<file path="config.mk">
export PLATFORM = sky130hd
export DESIGN_NAME = cache_axi_arbiter_flat
export DESIGN_NICKNAME = d
export VERILOG_FILES = /design/src/rtl/cache_axi_arbiter_pkg.sv /design/src/rtl/cache_axi_arbiter_if.sv /design/src/rtl/cache_axi_arbiter_axi_wr_channel.sv /design/src/rtl/cache_axi_arbiter.sv /design/src/flat_wrapper.sv
export SDC_FILE = /design/constraint.sdc
export NUM_CORES = 1
export LEC_CHECK = 0
export BUFFER_PORTS_ARGS = -buffer_cell sky130_fd_sc_hd__buf_2
export CAP_MARGIN = 10
export CORE_AREA = 2 2 320 322
export CTS_BUF_LIST = sky130_fd_sc_hd__clkbuf_2
export CTS_CLUSTER_SIZE = 40
export DETAILED_ROUTE_END_ITERATION = 7
export DIE_AREA = 0 0 322 324
export PLACE_DENSITY = 0.55
export SKIP_LAST_GASP = 1
export SLEW_MARGIN = 25
export SYNTH_ARGS = -nofsm -noshare
export SYNTH_HDL_FRONTEND = slang
export SYNTH_HIERARCHICAL = 1
export SYNTH_SLANG_ARGS = --single-unit
</file>
<file path="constraint.sdc">
create_clock -name clk -period 5.53 [get_ports clk]
set_input_delay 0.2765 -clock clk [delete_from_list [all_inputs] [get_ports clk]]
set_output_delay 0.2765 -clock clk [all_outputs]
set_load 0.02 [all_outputs]
</file>
<file path="src/rtl/cache_axi_arbiter_pkg.sv">
// Shared encodings and AXI constants for the cache-side AXI arbiter.
package cache_axi_arbiter_pkg;

   localparam logic [1:0] BURST_INCR = 2'b01;
   localparam logic [2:0] SIZE_4B    = 3'b010;
   localparam int         LINE_BEATS = 4;
   localparam logic [7:0] LEN_LINE   = 8'(LINE_BEATS - 1);
   localparam logic [7:0] LEN_WORD   = 8'd0;
   localparam logic [1:0] CNT_LAST   = 2'(LINE_BEATS - 1);

   typedef enum logic [1:0] {R_IDLE, R_AR, R_DATA, R_DONE} rd_state_e;
   typedef enum logic [1:0] {W_IDLE, W_AW, W_DATA, W_RESP} wr_state_e;
   typedef enum logic [1:0] {SRC_ICACHE, SRC_DCACHE, SRC_UNCACHE} rd_src_e;

   function automatic logic [31:0] line_align(input logic [31:0] addr);
      return {addr[31:4], 4'b0000};
   endfunction

endpackage

</file>
<file path="src/rtl/cache_axi_arbiter_if.sv">
// AXI4 master bus between the cache arbiter and memory.
interface cache_axi_arbiter_if;

   logic [3:0]  arid;
   logic [31:0] araddr;
   logic [7:0]  arlen;
   logic [2:0]  arsize;
   logic [1:0]  arburst;
   logic        arvalid;
   logic        arready;
   logic [3:0]  rid;
   logic [31:0] rdata;
   logic [1:0]  rresp;
   logic        rlast;
   logic        rvalid;
   logic        rready;
   logic [3:0]  awid;
   logic [31:0] awaddr;
   logic [7:0]  awlen;
   logic [2:0]  awsize;
   logic [1:0]  awburst;
   logic        awvalid;
   logic        awready;
   logic [31:0] wdata;
   logic [3:0]  wstrb;
   logic        wlast;
   logic        wvalid;
   logic        wready;
   logic [3:0]  bid;
   logic [1:0]  bresp;
   logic        bvalid;
   logic        bready;

   modport master (
      output arid, araddr, arlen, arsize, arburst, arvalid,
      input  arready,
      input  rid, rdata, rresp, rlast, rvalid,
      output rready,
      output awid, awaddr, awlen, awsize, awburst, awvalid,
      input  awready,
      output wdata, wstrb, wlast, wvalid,
      input  wready,
      input  bid, bresp, bvalid,
      output bready
   );

   modport slave (
      input  arid, araddr, arlen, arsize, arburst, arvalid,
      output arready,
      output rid, rdata, rresp, rlast, rvalid,
      input  rready,
      input  awid, awaddr, awlen, awsize, awburst, awvalid,
      output awready,
      input  wdata, wstrb, wlast, wvalid,
      output wready,
      output bid, bresp, bvalid,
      input  bready
   );

endinterface

</file>
<file path="src/rtl/cache_axi_arbiter_axi_wr_channel.sv">
// Write path: dirty line write-backs and uncached single-word stores.
// state  | meaning
// W_IDLE | free, accepts a line write-back or an uncached store
// W_AW   | address presented, waiting for awready
// W_DATA | streaming beats from the buffer
// W_RESP | waiting for the B response
module axi_wr_channel
   import cache_axi_arbiter_pkg::*;
#(
   parameter logic [3:0] AWID = 4'd1
) (
   input  logic         clk,
   input  logic         rst,
   input  logic [3:0]   cpu_wen,
   input  logic [31:0]  cpu_waddr,
   input  logic [127:0] cpu_wdata,
   input  logic [3:0]   uncache_wen,
   input  logic [31:0]  uncache_waddr,
   input  logic [31:0]  uncache_wdata,
   output logic         wr_idle,
   output logic [3:0]   awid,
   output logic [31:0]  awaddr,
   output logic [7:0]   awlen,
   output logic [2:0]   awsize,
   output logic [1:0]   awburst,
   output logic         awvalid,
   input  logic         awready,
   output logic [31:0]  wdata,
   output logic [3:0]   wstrb,
   output logic         wlast,
   output logic         wvalid,
   input  logic         wready,
   input  logic         bvalid,
   output logic         bready
);

   wr_state_e    state, state_nxt;
   logic [31:0]  aw_addr;
   logic [7:0]   aw_len;
   logic [3:0]   strb;
   logic [127:0] wbuf;
   logic [1:0]   cnt;
   logic         single;
   logic         last_beat;
   logic         unused_addr;

   assign unused_addr = ^cpu_waddr[3:0];
   assign last_beat   = single | (cnt == CNT_LAST);

   always_ff @(posedge clk or negedge rst) begin
      if (!rst) state <= W_IDLE;
      else      state <= state_nxt;
   end

   always_comb begin
      state_nxt = state;
      case (state)
         W_IDLE: if ((|cpu_wen) || (|uncache_wen)) state_nxt = W_AW;
         W_AW:   if (awready) state_nxt = W_DATA;
         W_DATA: if (wready && last_beat) state_nxt = W_RESP;
         W_RESP: if (bvalid) state_nxt = W_IDLE;
         default: state_nxt = W_IDLE;
      endcase
   end

   always_ff @(posedge clk or negedge rst) begin
      if (!rst) begin
         aw_addr <= '0;
         aw_len  <= '0;
         strb    <= '0;
         wbuf    <= '0;
         cnt     <= '0;
         single  <= 1'b0;
      end else begin
         if (state == W_IDLE) begin
            cnt <= '0;
            // write-back wins over an uncached store in the same cycle
            if (|cpu_wen) begin
               aw_addr <= line_align(cpu_waddr);
               aw_len  <= LEN_LINE;
               strb    <= 4'hF;
               wbuf    <= cpu_wdata;
               single  <= 1'b0;
            end else if (|uncache_wen) begin
               aw_addr <= uncache_waddr;
               aw_len  <= LEN_WORD;
               strb    <= uncache_wen;
               wbuf    <= {96'b0, uncache_wdata};
               single  <= 1'b1;
            end
         end
         if (state == W_DATA && wready && !last_beat) cnt <= cnt + 2'd1;
      end
   end

   assign wr_idle = (state == W_IDLE);
   assign awid    = AWID;
   assign awaddr  = aw_addr;
   assign awlen   = aw_len;
   assign awsize  = SIZE_4B;
   assign awburst = BURST_INCR;
   assign awvalid = (state == W_AW);
   assign wdata   = wbuf[{cnt, 5'b00000} +: 32];
   assign wstrb   = strb;
   assign wlast   = (state == W_DATA) & last_beat;
   assign wvalid  = (state == W_DATA);
   assign bready  = (state == W_RESP);

endmodule

</file>
<file path="src/rtl/cache_axi_arbiter.sv">
// Memory-side arbiter: icache/dcache fills and uncached accesses on one AXI4 master.
// state  | meaning
// R_IDLE | read path free, arbitrating icache vs dcache/uncached
// R_AR   | address presented, waiting for arready
// R_DATA | collecting beats into the line buffer
// R_DONE | one-cycle completion pulse to the latched source
module cache_axi_arbiter
   import cache_axi_arbiter_pkg::*;
#(
   parameter bit         DCACHE_FIRST = 1'b1,
   parameter logic [3:0] ARID_I       = 4'd0,
   parameter logic [3:0] ARID_D       = 4'd1
) (
   input  logic          clk,
   input  logic          rst,
   input  logic          icache_ren,
   input  logic [31:0]   icache_raddr,
   output logic          icache_rrdy,
   output logic          icache_rvalid,
   output logic [127:0]  icache_rdata,
   input  logic [3:0]    cpu_ren,
   input  logic [31:0]   cpu_raddr,
   output logic          dev_rrdy,
   output logic          dev_rvalid,
   output logic [127:0]  dev_rdata,
   input  logic          uncache_ren,
   input  logic [31:0]   uncache_raddr,
   output logic          uncache_rvalid,
   output logic [31:0]   uncache_rdata,
   input  logic [3:0]    cpu_wen,
   input  logic [31:0]   cpu_waddr,
   input  logic [127:0]  cpu_wdata,
   input  logic [3:0]    uncache_wen,
   input  logic [31:0]   uncache_waddr,
   input  logic [31:0]   uncache_wdata,
   output logic          dev_wrdy,
   cache_axi_arbiter_if.master axi
);

   rd_state_e    r_state, r_state_nxt;
   rd_src_e      r_src;
   logic [31:0]  ar_addr;
   logic [7:0]   ar_len;
   logic [3:0]   ar_id;
   logic         r_single;
   logic [1:0]   r_cnt;
   logic [127:0] r_buf, r_line_nxt;
   logic         r_idle, r_beat, r_last_beat;
   logic         w_idle, dreq, ireq;
   logic         unused_inputs;

   assign unused_inputs = ^{axi.rid, axi.rresp, axi.bid, axi.bresp,
                            cpu_raddr[3:0], icache_raddr[3:0]};

   // dev_rrdy also waits on the write path so an uncached store lands before a later load
   assign r_idle      = (r_state == R_IDLE);
   assign dev_rrdy    = r_idle & w_idle & (DCACHE_FIRST | ~icache_ren);
   assign dreq        = dev_rrdy & ((|cpu_ren) | uncache_ren);
   assign icache_rrdy = r_idle & ~(DCACHE_FIRST & dreq);
   assign ireq        = icache_rrdy & icache_ren;

   assign r_beat      = (r_state == R_DATA) & axi.rvalid;
   assign r_last_beat = axi.rlast | (~r_single & (r_cnt == CNT_LAST));

   always_comb begin
      r_line_nxt = r_buf;
      r_line_nxt[{r_cnt, 5'b00000} +: 32] = axi.rdata;
   end

   always_ff @(posedge clk or negedge rst) begin
      if (!rst) r_state <= R_IDLE;
      else      r_state <= r_state_nxt;
   end

   always_comb begin
      r_state_nxt = r_state;
      case (r_state)
         R_IDLE: if (dreq || ireq) r_state_nxt = R_AR;
         R_AR:   if (axi.arready) r_state_nxt = R_DATA;
         R_DATA: if (r_beat && r_last_beat) r_state_nxt = R_DONE;
         R_DONE: r_state_nxt = R_IDLE;
         default: r_state_nxt = R_IDLE;
      endcase
   end

   always_ff @(posedge clk or negedge rst) begin
      if (!rst) begin
         r_src         <= SRC_ICACHE;
         ar_addr       <= '0;
         ar_len        <= '0;
         ar_id         <= '0;
         r_single      <= 1'b0;
         r_cnt         <= '0;
         r_buf         <= '0;
         icache_rdata  <= '0;
         dev_rdata     <= '0;
         uncache_rdata <= '0;
      end else begin
         if (r_idle) begin
            r_cnt <= '0;
            if (dreq) begin
               ar_id <= ARID_D;
               if (|cpu_ren) begin
                  r_src    <= SRC_DCACHE;
                  r_single <= 1'b0;
                  ar_addr  <= line_align(cpu_raddr);
                  ar_len   <= LEN_LINE;
               end else begin
                  r_src    <= SRC_UNCACHE;
                  r_single <= 1'b1;
                  ar_addr  <= uncache_raddr;
                  ar_len   <= LEN_WORD;
               end
            end else if (ireq) begin
               ar_id    <= ARID_I;
               r_src    <= SRC_ICACHE;
               r_single <= 1'b0;
               ar_addr  <= line_align(icache_raddr);
               ar_len   <= LEN_LINE;
            end
         end
         // result registers update on the final beat so data is valid during R_DONE and after
         if (r_beat) begin
            r_buf <= r_line_nxt;
            r_cnt <= r_cnt + 2'd1;
            if (r_last_beat) begin
               case (r_src)
                  SRC_ICACHE: icache_rdata  <= r_line_nxt;
                  SRC_DCACHE: dev_rdata     <= r_line_nxt;
                  default:    uncache_rdata <= axi.rdata;
               endcase
            end
         end
      end
   end

   assign axi.arid    = ar_id;
   assign axi.araddr  = ar_addr;
   assign axi.arlen   = ar_len;
   assign axi.arsize  = SIZE_4B;
   assign axi.arburst = BURST_INCR;
   assign axi.arvalid = (r_state == R_AR);
   assign axi.rready  = (r_state == R_DATA);

   assign icache_rvalid  = (r_state == R_DONE) & (r_src == SRC_ICACHE);
   assign dev_rvalid     = (r_state == R_DONE) & (r_src == SRC_DCACHE);
   assign uncache_rvalid = (r_state == R_DONE) & (r_src == SRC_UNCACHE);
   assign dev_wrdy       = w_idle;

   axi_wr_channel #(.AWID(ARID_D)) u_wr (
      .clk           (clk),
      .rst           (rst),
      .cpu_wen       (cpu_wen),
      .cpu_waddr     (cpu_waddr),
      .cpu_wdata     (cpu_wdata),
      .uncache_wen   (uncache_wen),
      .uncache_waddr (uncache_waddr),
      .uncache_wdata (uncache_wdata),
      .wr_idle       (w_idle),
      .awid          (axi.awid),
      .awaddr        (axi.awaddr),
      .awlen         (axi.awlen),
      .awsize        (axi.awsize),
      .awburst       (axi.awburst),
      .awvalid       (axi.awvalid),
      .awready       (axi.awready),
      .wdata         (axi.wdata),
      .wstrb         (axi.wstrb),
      .wlast         (axi.wlast),
      .wvalid        (axi.wvalid),
      .wready        (axi.wready),
      .bvalid        (axi.bvalid),
      .bready        (axi.bready)
   );

endmodule

</file>
<file path="src/flat_wrapper.sv">
// flat-port wrapper written by rule: the top's interface ports become plain ports
module cache_axi_arbiter_flat import cache_axi_arbiter_pkg::*;
#(
   parameter bit         DCACHE_FIRST = 1'b1,
   parameter logic [3:0] ARID_I       = 4'd0,
   parameter logic [3:0] ARID_D       = 4'd1
)
  (clk, rst, icache_ren, icache_raddr, icache_rrdy, icache_rvalid, icache_rdata, cpu_ren, cpu_raddr, dev_rrdy, dev_rvalid, dev_rdata, uncache_ren, uncache_raddr, uncache_rvalid, uncache_rdata, cpu_wen, cpu_waddr, cpu_wdata, uncache_wen, uncache_waddr, uncache_wdata, dev_wrdy, axi_arid, axi_araddr, axi_arlen, axi_arsize, axi_arburst, axi_arvalid, axi_arready, axi_rid, axi_rdata, axi_rresp, axi_rlast, axi_rvalid, axi_rready, axi_awid, axi_awaddr, axi_awlen, axi_awsize, axi_awburst, axi_awvalid, axi_awready, axi_wdata, axi_wstrb, axi_wlast, axi_wvalid, axi_wready, axi_bid, axi_bresp, axi_bvalid, axi_bready);
  cache_axi_arbiter_if axi_i ();
  input  logic clk;
  input  logic rst;
  input  logic icache_ren;
  input  logic [31:0] icache_raddr;
  output logic icache_rrdy;
  output logic icache_rvalid;
  output logic [127:0] icache_rdata;
  input  logic [3:0] cpu_ren;
  input  logic [31:0] cpu_raddr;
  output logic dev_rrdy;
  output logic dev_rvalid;
  output logic [127:0] dev_rdata;
  input  logic uncache_ren;
  input  logic [31:0] uncache_raddr;
  output logic uncache_rvalid;
  output logic [31:0] uncache_rdata;
  input  logic [3:0] cpu_wen;
  input  logic [31:0] cpu_waddr;
  input  logic [127:0] cpu_wdata;
  input  logic [3:0] uncache_wen;
  input  logic [31:0] uncache_waddr;
  input  logic [31:0] uncache_wdata;
  output logic dev_wrdy;
  output wire logic [$bits(axi_i.arid)-1:0] axi_arid;
  output wire logic [$bits(axi_i.araddr)-1:0] axi_araddr;
  output wire logic [$bits(axi_i.arlen)-1:0] axi_arlen;
  output wire logic [$bits(axi_i.arsize)-1:0] axi_arsize;
  output wire logic [$bits(axi_i.arburst)-1:0] axi_arburst;
  output wire logic [$bits(axi_i.arvalid)-1:0] axi_arvalid;
  input wire logic [$bits(axi_i.arready)-1:0] axi_arready;
  input wire logic [$bits(axi_i.rid)-1:0] axi_rid;
  input wire logic [$bits(axi_i.rdata)-1:0] axi_rdata;
  input wire logic [$bits(axi_i.rresp)-1:0] axi_rresp;
  input wire logic [$bits(axi_i.rlast)-1:0] axi_rlast;
  input wire logic [$bits(axi_i.rvalid)-1:0] axi_rvalid;
  output wire logic [$bits(axi_i.rready)-1:0] axi_rready;
  output wire logic [$bits(axi_i.awid)-1:0] axi_awid;
  output wire logic [$bits(axi_i.awaddr)-1:0] axi_awaddr;
  output wire logic [$bits(axi_i.awlen)-1:0] axi_awlen;
  output wire logic [$bits(axi_i.awsize)-1:0] axi_awsize;
  output wire logic [$bits(axi_i.awburst)-1:0] axi_awburst;
  output wire logic [$bits(axi_i.awvalid)-1:0] axi_awvalid;
  input wire logic [$bits(axi_i.awready)-1:0] axi_awready;
  output wire logic [$bits(axi_i.wdata)-1:0] axi_wdata;
  output wire logic [$bits(axi_i.wstrb)-1:0] axi_wstrb;
  output wire logic [$bits(axi_i.wlast)-1:0] axi_wlast;
  output wire logic [$bits(axi_i.wvalid)-1:0] axi_wvalid;
  input wire logic [$bits(axi_i.wready)-1:0] axi_wready;
  input wire logic [$bits(axi_i.bid)-1:0] axi_bid;
  input wire logic [$bits(axi_i.bresp)-1:0] axi_bresp;
  input wire logic [$bits(axi_i.bvalid)-1:0] axi_bvalid;
  output wire logic [$bits(axi_i.bready)-1:0] axi_bready;
  assign axi_arid = axi_i.arid;
  assign axi_araddr = axi_i.araddr;
  assign axi_arlen = axi_i.arlen;
  assign axi_arsize = axi_i.arsize;
  assign axi_arburst = axi_i.arburst;
  assign axi_arvalid = axi_i.arvalid;
  assign axi_i.arready = axi_arready;
  assign axi_i.rid = axi_rid;
  assign axi_i.rdata = axi_rdata;
  assign axi_i.rresp = axi_rresp;
  assign axi_i.rlast = axi_rlast;
  assign axi_i.rvalid = axi_rvalid;
  assign axi_rready = axi_i.rready;
  assign axi_awid = axi_i.awid;
  assign axi_awaddr = axi_i.awaddr;
  assign axi_awlen = axi_i.awlen;
  assign axi_awsize = axi_i.awsize;
  assign axi_awburst = axi_i.awburst;
  assign axi_awvalid = axi_i.awvalid;
  assign axi_i.awready = axi_awready;
  assign axi_wdata = axi_i.wdata;
  assign axi_wstrb = axi_i.wstrb;
  assign axi_wlast = axi_i.wlast;
  assign axi_wvalid = axi_i.wvalid;
  assign axi_i.wready = axi_wready;
  assign axi_i.bid = axi_bid;
  assign axi_i.bresp = axi_bresp;
  assign axi_i.bvalid = axi_bvalid;
  assign axi_bready = axi_i.bready;
  cache_axi_arbiter #(.DCACHE_FIRST(DCACHE_FIRST), .ARID_I(ARID_I), .ARID_D(ARID_D)) u_core (.clk(clk), .rst(rst), .icache_ren(icache_ren), .icache_raddr(icache_raddr), .icache_rrdy(icache_rrdy), .icache_rvalid(icache_rvalid), .icache_rdata(icache_rdata), .cpu_ren(cpu_ren), .cpu_raddr(cpu_raddr), .dev_rrdy(dev_rrdy), .dev_rvalid(dev_rvalid), .dev_rdata(dev_rdata), .uncache_ren(uncache_ren), .uncache_raddr(uncache_raddr), .uncache_rvalid(uncache_rvalid), .uncache_rdata(uncache_rdata), .cpu_wen(cpu_wen), .cpu_waddr(cpu_waddr), .cpu_wdata(cpu_wdata), .uncache_wen(uncache_wen), .uncache_waddr(uncache_waddr), .uncache_wdata(uncache_wdata), .dev_wrdy(dev_wrdy), .axi(axi_i));
endmodule
</file>
Word-level counts from Yosys, hierarchy flattened --
Index checks and enable logic that the tools add are counted.
Word-level totals: register bits 644, latch bits 0, RAM bits 0, memory bits (read-only) 0, input bits 386, output and inout port bits 434, logic and storage cells 120, memories kept 0
Cells by class: add/subtract/negate cells 3, multiply operators 0, div/mod/pow operators 0, magnitude comparators 0, equal/unequal tests 17, shift-type cells 3, multiplexer cells 38, bitwise logic cells 16, reductions and logical operators 25
Operators with widths (number):
- 128-bit two-way mux | 2
- 32-bit two-way mux | 5
- 128-bit bitwise mux | 1
- 32-bit by 9-bit variable shift with 128-bit output (first input constant) | 1
- 128-bit by 8-bit indexed part select with 32-bit output | 1
- 32-bit by 9-bit indexed part select with 128-bit output | 1
- 8-bit two-way mux | 4
- 2-bit two-way mux | 15
- 4-bit two-way mux | 4
- 2-bit case mux with 4 select lines | 2
- 2-bit == test (second input constant) | 7
- 3-bit AND reduction | 4
- 4-bit OR reduction | 3
- 1-bit AND | 10
- 7-bit negation with 9-bit output | 1
- 2-bit by 1-bit inequality test with 1-bit output (second input constant) | 4
- 2-bit nonzero test | 4
- 2-bit by 1-bit == test with 1-bit output (second input constant) | 3
- 2-bit logical NOT | 3
- 2-bit inequality test (second input constant) | 3
- 1-bit two-way mux | 5
- 2-bit by 1-bit adder with 2-bit output (second input constant) | 2
- 1-bit logical AND | 4
- 2-bit AND reduction | 2
- 6 further kinds | 11

Logic depth before layout (Yosys ltp) --
depth after elaboration 9, gate-level depth with buffers 9, mapped depth without buffers 6

Cells and area by module --
Netlist, hierarchy kept.
By module, submodules not included:
- cache_axi_arbiter | instances 1, cells an instance 1777, area each 18865.6 um^2
- axi_wr_channel | instances 1, cells an instance 538, area each 7543.5 um^2

Least setup slack after synthesis --
OpenSTA, ideal clock, no wires.
path kind reg-to-reg, from register u_core.r_state[0], to register u_core.icache_rdata[0], setup time 0.137 ns, arrival 1.871 ns, data required time 5.393 ns, path slack 3.522 ns, cell stages (with the launch flop) 8, cells stage by stage dfrtp_1 > inv_1 > ha_1 > nand2_1 > nor4_2 > buf_2 > clkbuf_1 > a21oi_1
On the way: cells in the longest elaborated chain, start to end 3
RTL lines:
- start: declaration | line cache_axi_arbiter.sv:40 | rd_state_e r_state, r_state_nxt;
- start signal: assignment | line cache_axi_arbiter.sv:72 | else r_state <= r_state_nxt;
- 2-bit == test
- named net axi_rready | line flat_wrapper.sv:45 | output wire logic [$bits(axi_i.rready)-1:0] axi_rready;
- 1-bit AND | line cache_axi_arbiter.sv:62 | assign r_beat = (r_state == R_DATA) & axi.rvalid;
- 3-bit AND reduction (no source line)
- end signal: assignment | line cache_axi_arbiter.sv:128 | SRC_ICACHE: icache_rdata <= r_line_nxt;
- end: declaration | line cache_axi_arbiter.sv:20 | output logic [127:0] icache_rdata,
The timed path passes the listed nets, and every way through them passes these cells. A chain may end at the register's enable or synchronous reset.

Final worst setup path --
from input port cpu_ren[2], to register u_core.ar_addr[14], in the netlist u_core/axi.araddr[14]
On the way: cells in the longest elaborated chain, start to end 8
RTL lines:
- start: declaration | line flat_wrapper.sv:17 | input logic [3:0] cpu_ren;
- 4-bit OR reduction * | line cache_axi_arbiter.sv:58, cache_axi_arbiter.sv:103
- 1-bit OR | line cache_axi_arbiter.sv:58 | assign dreq = dev_rrdy & ((|cpu_ren) | uncache_ren);
- 1-bit AND | line cache_axi_arbiter.sv:58
- 1-bit NOT | line cache_axi_arbiter.sv:59 | assign icache_rrdy = r_idle & ~(DCACHE_FIRST & dreq);
- 1-bit AND | line cache_axi_arbiter.sv:59
- 1-bit AND | line cache_axi_arbiter.sv:60 | assign ireq = icache_rrdy & icache_ren;
- 2-bit nonzero test (no source line)
- 2-bit AND reduction (no source line)
- end signal: assignment | line cache_axi_arbiter.sv:106 | ar_addr <= line_align(cpu_raddr);
- end signal: assignment | line cache_axi_arbiter.sv:111 | ar_addr <= uncache_raddr;
- end signal: assignment | line cache_axi_arbiter.sv:118 | ar_addr <= line_align(icache_raddr);
- end: declaration | line cache_axi_arbiter.sv:42 | logic [31:0] ar_addr;
Mark *: on every way between the ends. The rest lies on a longest branch, timed or not.

==> reports/metrics.cfg <==
[status]
status = finished, final reports clean

[clock_network]
cts_tree = built
cts_sinks = 626
cts_max_level = 4
clock_latency_ns = 1.39
clockBufferDepth = 3
numCtsBuffers = 172
cts_root_buf = clkbuf_2
path_clk_slew_ns = 0.13

[grt]
grt_overflow = 0
grt_usage_pct = 21.4
grt_pass1_vias = 26600
antenna_found_initial = 25
grtUsageMet2_pct = 35.0
grt_max_degree = 159
grt_util_met3_pct = 6.27
grtUsageMet1_pct = 25.1
busiest_layer = met2
grt_pass1_wl_mm = 169

[worst_setup_path]
cp_cell_sequence = dlygate4sd3_1, buf_2, dlygate4sd3_1, nor4_4, dlygate4sd3_1, buf_4, buf_4, mux2_2, o22ai_1, dlygate4sd3_1, o21ai_0, dlygate4sd3_1
required_ns = 6.71
cp_top_family = buffers and inverters
crit_fanout = 16
crit_path_start = cpu_ren[2]
criticalPathCategory = input pin to flip-flop
slowest_stage = dlygate4sd3_1
worst-path-buf-inv = 8
cp-start-kind = input pin
r2r-start = u_core/u_wr/state[1]
worst_path_largest_cell_delay_ns = 0.67
crit_arrival_ns = 5.02
endpoint_kind = flip-flop
r2r_slack_ns = 1.86
cpMostUsedCell = dlygate4sd3_1

[floorplanning]
start_util_pct = 26.1
die_w_microns = 322
core-area_sq_mm = 0.101
num_rows = 117
dieArea_sq_mm = 0.104
io_pins = 820
chipHeight_microns = 324

[cells_and_area]
areaGrowthSynthToFinish_pct = 53.9
fin_cells = 5306
regArea_sq_mm = 0.0157
fillCellCount = 9695
multi_input_comb_area_sq_mm = 0.00966
drive_gt1_share_pct = 30.4
fin_util_pct = 40.2
design_area_sq_mm = 0.0406
final_nets = 4243

[place]
dp.cells = 4192
gp_congestion = 0.853
hpwl_mm = 67.9
dpl-instance-area_sq_mm = 0.0312
io_buffers = 766

[synth]
ys.flop_type = dfrtp_1
synth.avg_cell_area_sq_um = 11.4
synth_xor_area_share_pct = 0
yosysTopAreaCell = dfrtp_1
synthTopCellsByArea = dfrtp_1 59%, a22o_1 7.7%, a21oi_1 7.3%
syn_inst = 2315
synth_fa_ha_area_share_pct = 0.663
ys_seq_area_share_pct = 59.3
yosysUniqueCellTypes = 52
muxShareOfSynthArea_pct = 5.41
ys_ff_latch = 626
yosys.area_share.simple_pct = 9.05
synth_compound_area_share_pct = 20.5
synth_edf_count = 0
yosys_warnings = 6
async_reset_ff_share_pct = 100
synth_top_family_by_area = compound AO/OA/AOI/OAI gates
synth_top_area_share_pct = 59.3
synth.cell_area_sq_mm = 0.0264

[sta]
setup_viol = 0
max_freq_mhz = 260
maxSlewViolCount = 0
worst_pin_slew_ns = 1.04
fin_crit_sh_pct = 69.6
fin_skew_ns = 0.117
finalSetupTns_ns = 0
rsz0062_at_grt = no
slew_headroom_pct = 30.4
finalHoldViolCount = 0
finalCriticalPeriod_ns = 3.85
holdWs_ns = 0.310

[drt]
ant_nets = 0
drc = 0
dr_total_vias = 25700
totalWireLength_mm = 114
wl_per_cell_microns = 21.6
drtIter0Drc = 1666
dr.pass1.iters = 5
viasPerCell = 4.84

[hold_path]
hp-class = input pin to flip-flop
hp-start = cpu_waddr[21]

[power]
powerDensity_mw_per_mm2 = 531
ir_worst_vdd_mv = 0.315
leakagePower_nw = 19.4

[flow_run]
max_cap_violations = 0

-- path summary, 6_finish.rpt --
path | to | cells after the start
max in group asynchronous | u_core/u_wr/wbuf[0] | 6
min reg2reg | u_core/r_buf[44] | 1
max | u_core/axi.araddr[14] | 12
min | u_core/u_wr/awaddr[21] | 5
max reg2reg | u_core/u_wr/wbuf[69] | 7
min in group asynchronous | u_core/dev_rdata[19] | 5
-- repair_timing --
item	in CTS	in global routing
hold buffers	786	0
resized for setup	0	0
buffers inserted	0	0
hold endpoints to repair	1252	0
-- synthesized netlist by cell type (all sizes together) (2+ instances only) --
cell     instances
o21ai           31
o32a             2
nand2           44
or4              3
nand2b          28
ha              14
a21oi          387
a2bb2oi         60
conb             4
nor3             3
o21a             2
a21o             3
clkbuf         119
o22ai           88
mux4            32
nand3            3
nor2b          130
and3b            3
nor2           263
buf            134
dfrtp          626
inv             12
o22a             4
nor4             4
and2             7
mux2            62
a22o           232
o31ai            2
-- metrics by stage --
step | power (mW) | worst slack (ns)
after floorplan | 12.9 | 3.52
after global placement | 16.1 | 2.24
after detailed placement | 16.2 | 2.22
after CTS | 21.4 | 1.88
after global routing | 22.9 | 1.72
final | 21.6 | 1.68
-- registers in the layout, summed over array words and instances, names as in the netlist, 4 cells and up --
register	flops
u_core/axi.araddr	32
u_core/dev_rdata	128
u_core/icache_rdata	128
u_core/r_buf	128
u_core/u_wr/awaddr	32
u_core/u_wr/wbuf	128
u_core/u_wr/wstrb	4
u_core/uncache_rdata	32
-- layout make-up --
cell class / count / area share [%]
flip-flops and latches: 626 / 38.5
repair buffers: 1582 / 29.7
multi-input cells: 1449 / 23.8
well taps: 1309 / 4.03
clock buffers: 258 / 3.18
clock inverters: 49 / 0.567
diodes: 21 / 0.129
inverters: 12 / 0.111
-- where the power goes --
group          internal, mW  total [mW]  switching (mW)
Clock                  1.26        3.39            2.13
Combinational          4.64        10.6            5.97
Sequential             6.44        7.58            1.14
-- layer usage --
layer	share of wire, %	routed length, microns
met1	39	44100
met2	48	54400
met3	8.3	9540
met4	5.5	6280
met5	0.057	65
-- logic make-up (layout without fill, tap and decap cells) --
family | after synthesis | after routing
other | 4 | 50
buffers and inverters | 265 | 1901
adders and majority gates | 14 | 14
and+or+nand+nor | 495 | 495
muxes | 95 | 95
AOI/OAI and AO/OA | 816 | 816
DFF | 626 | 626
-- cell usage in the layout, fill, tap and decap left out, types with 9 or more instances in the layout --
master,Yosys,routed
a21oi_1,387,386
a22o_1,232,232
a2bb2oi_1,50,50
a2bb2oi_2,10,10
buf_2,86,765
buf_4,38,22
clkbuf_2,3,258
clkinv_1,0,32
conb_1,4,29
dfrtp_1,626,625
diode_2,0,21
dlygate4sd3_1,0,785
ha_1,14,9
inv_1,12,12
mux2_2,61,61
mux4_2,32,32
nand2_1,43,39
nand2b_1,28,28
nor2_1,263,263
nor2b_1,130,130
o21ai_0,24,24
o22ai_1,88,88
-- worst min-delay path, delay by kind of cell --
family	cells	cell delay, ns
buf+inv	3	1.18
compound gates	2	0.21
(Power assumes the default switching activity.)
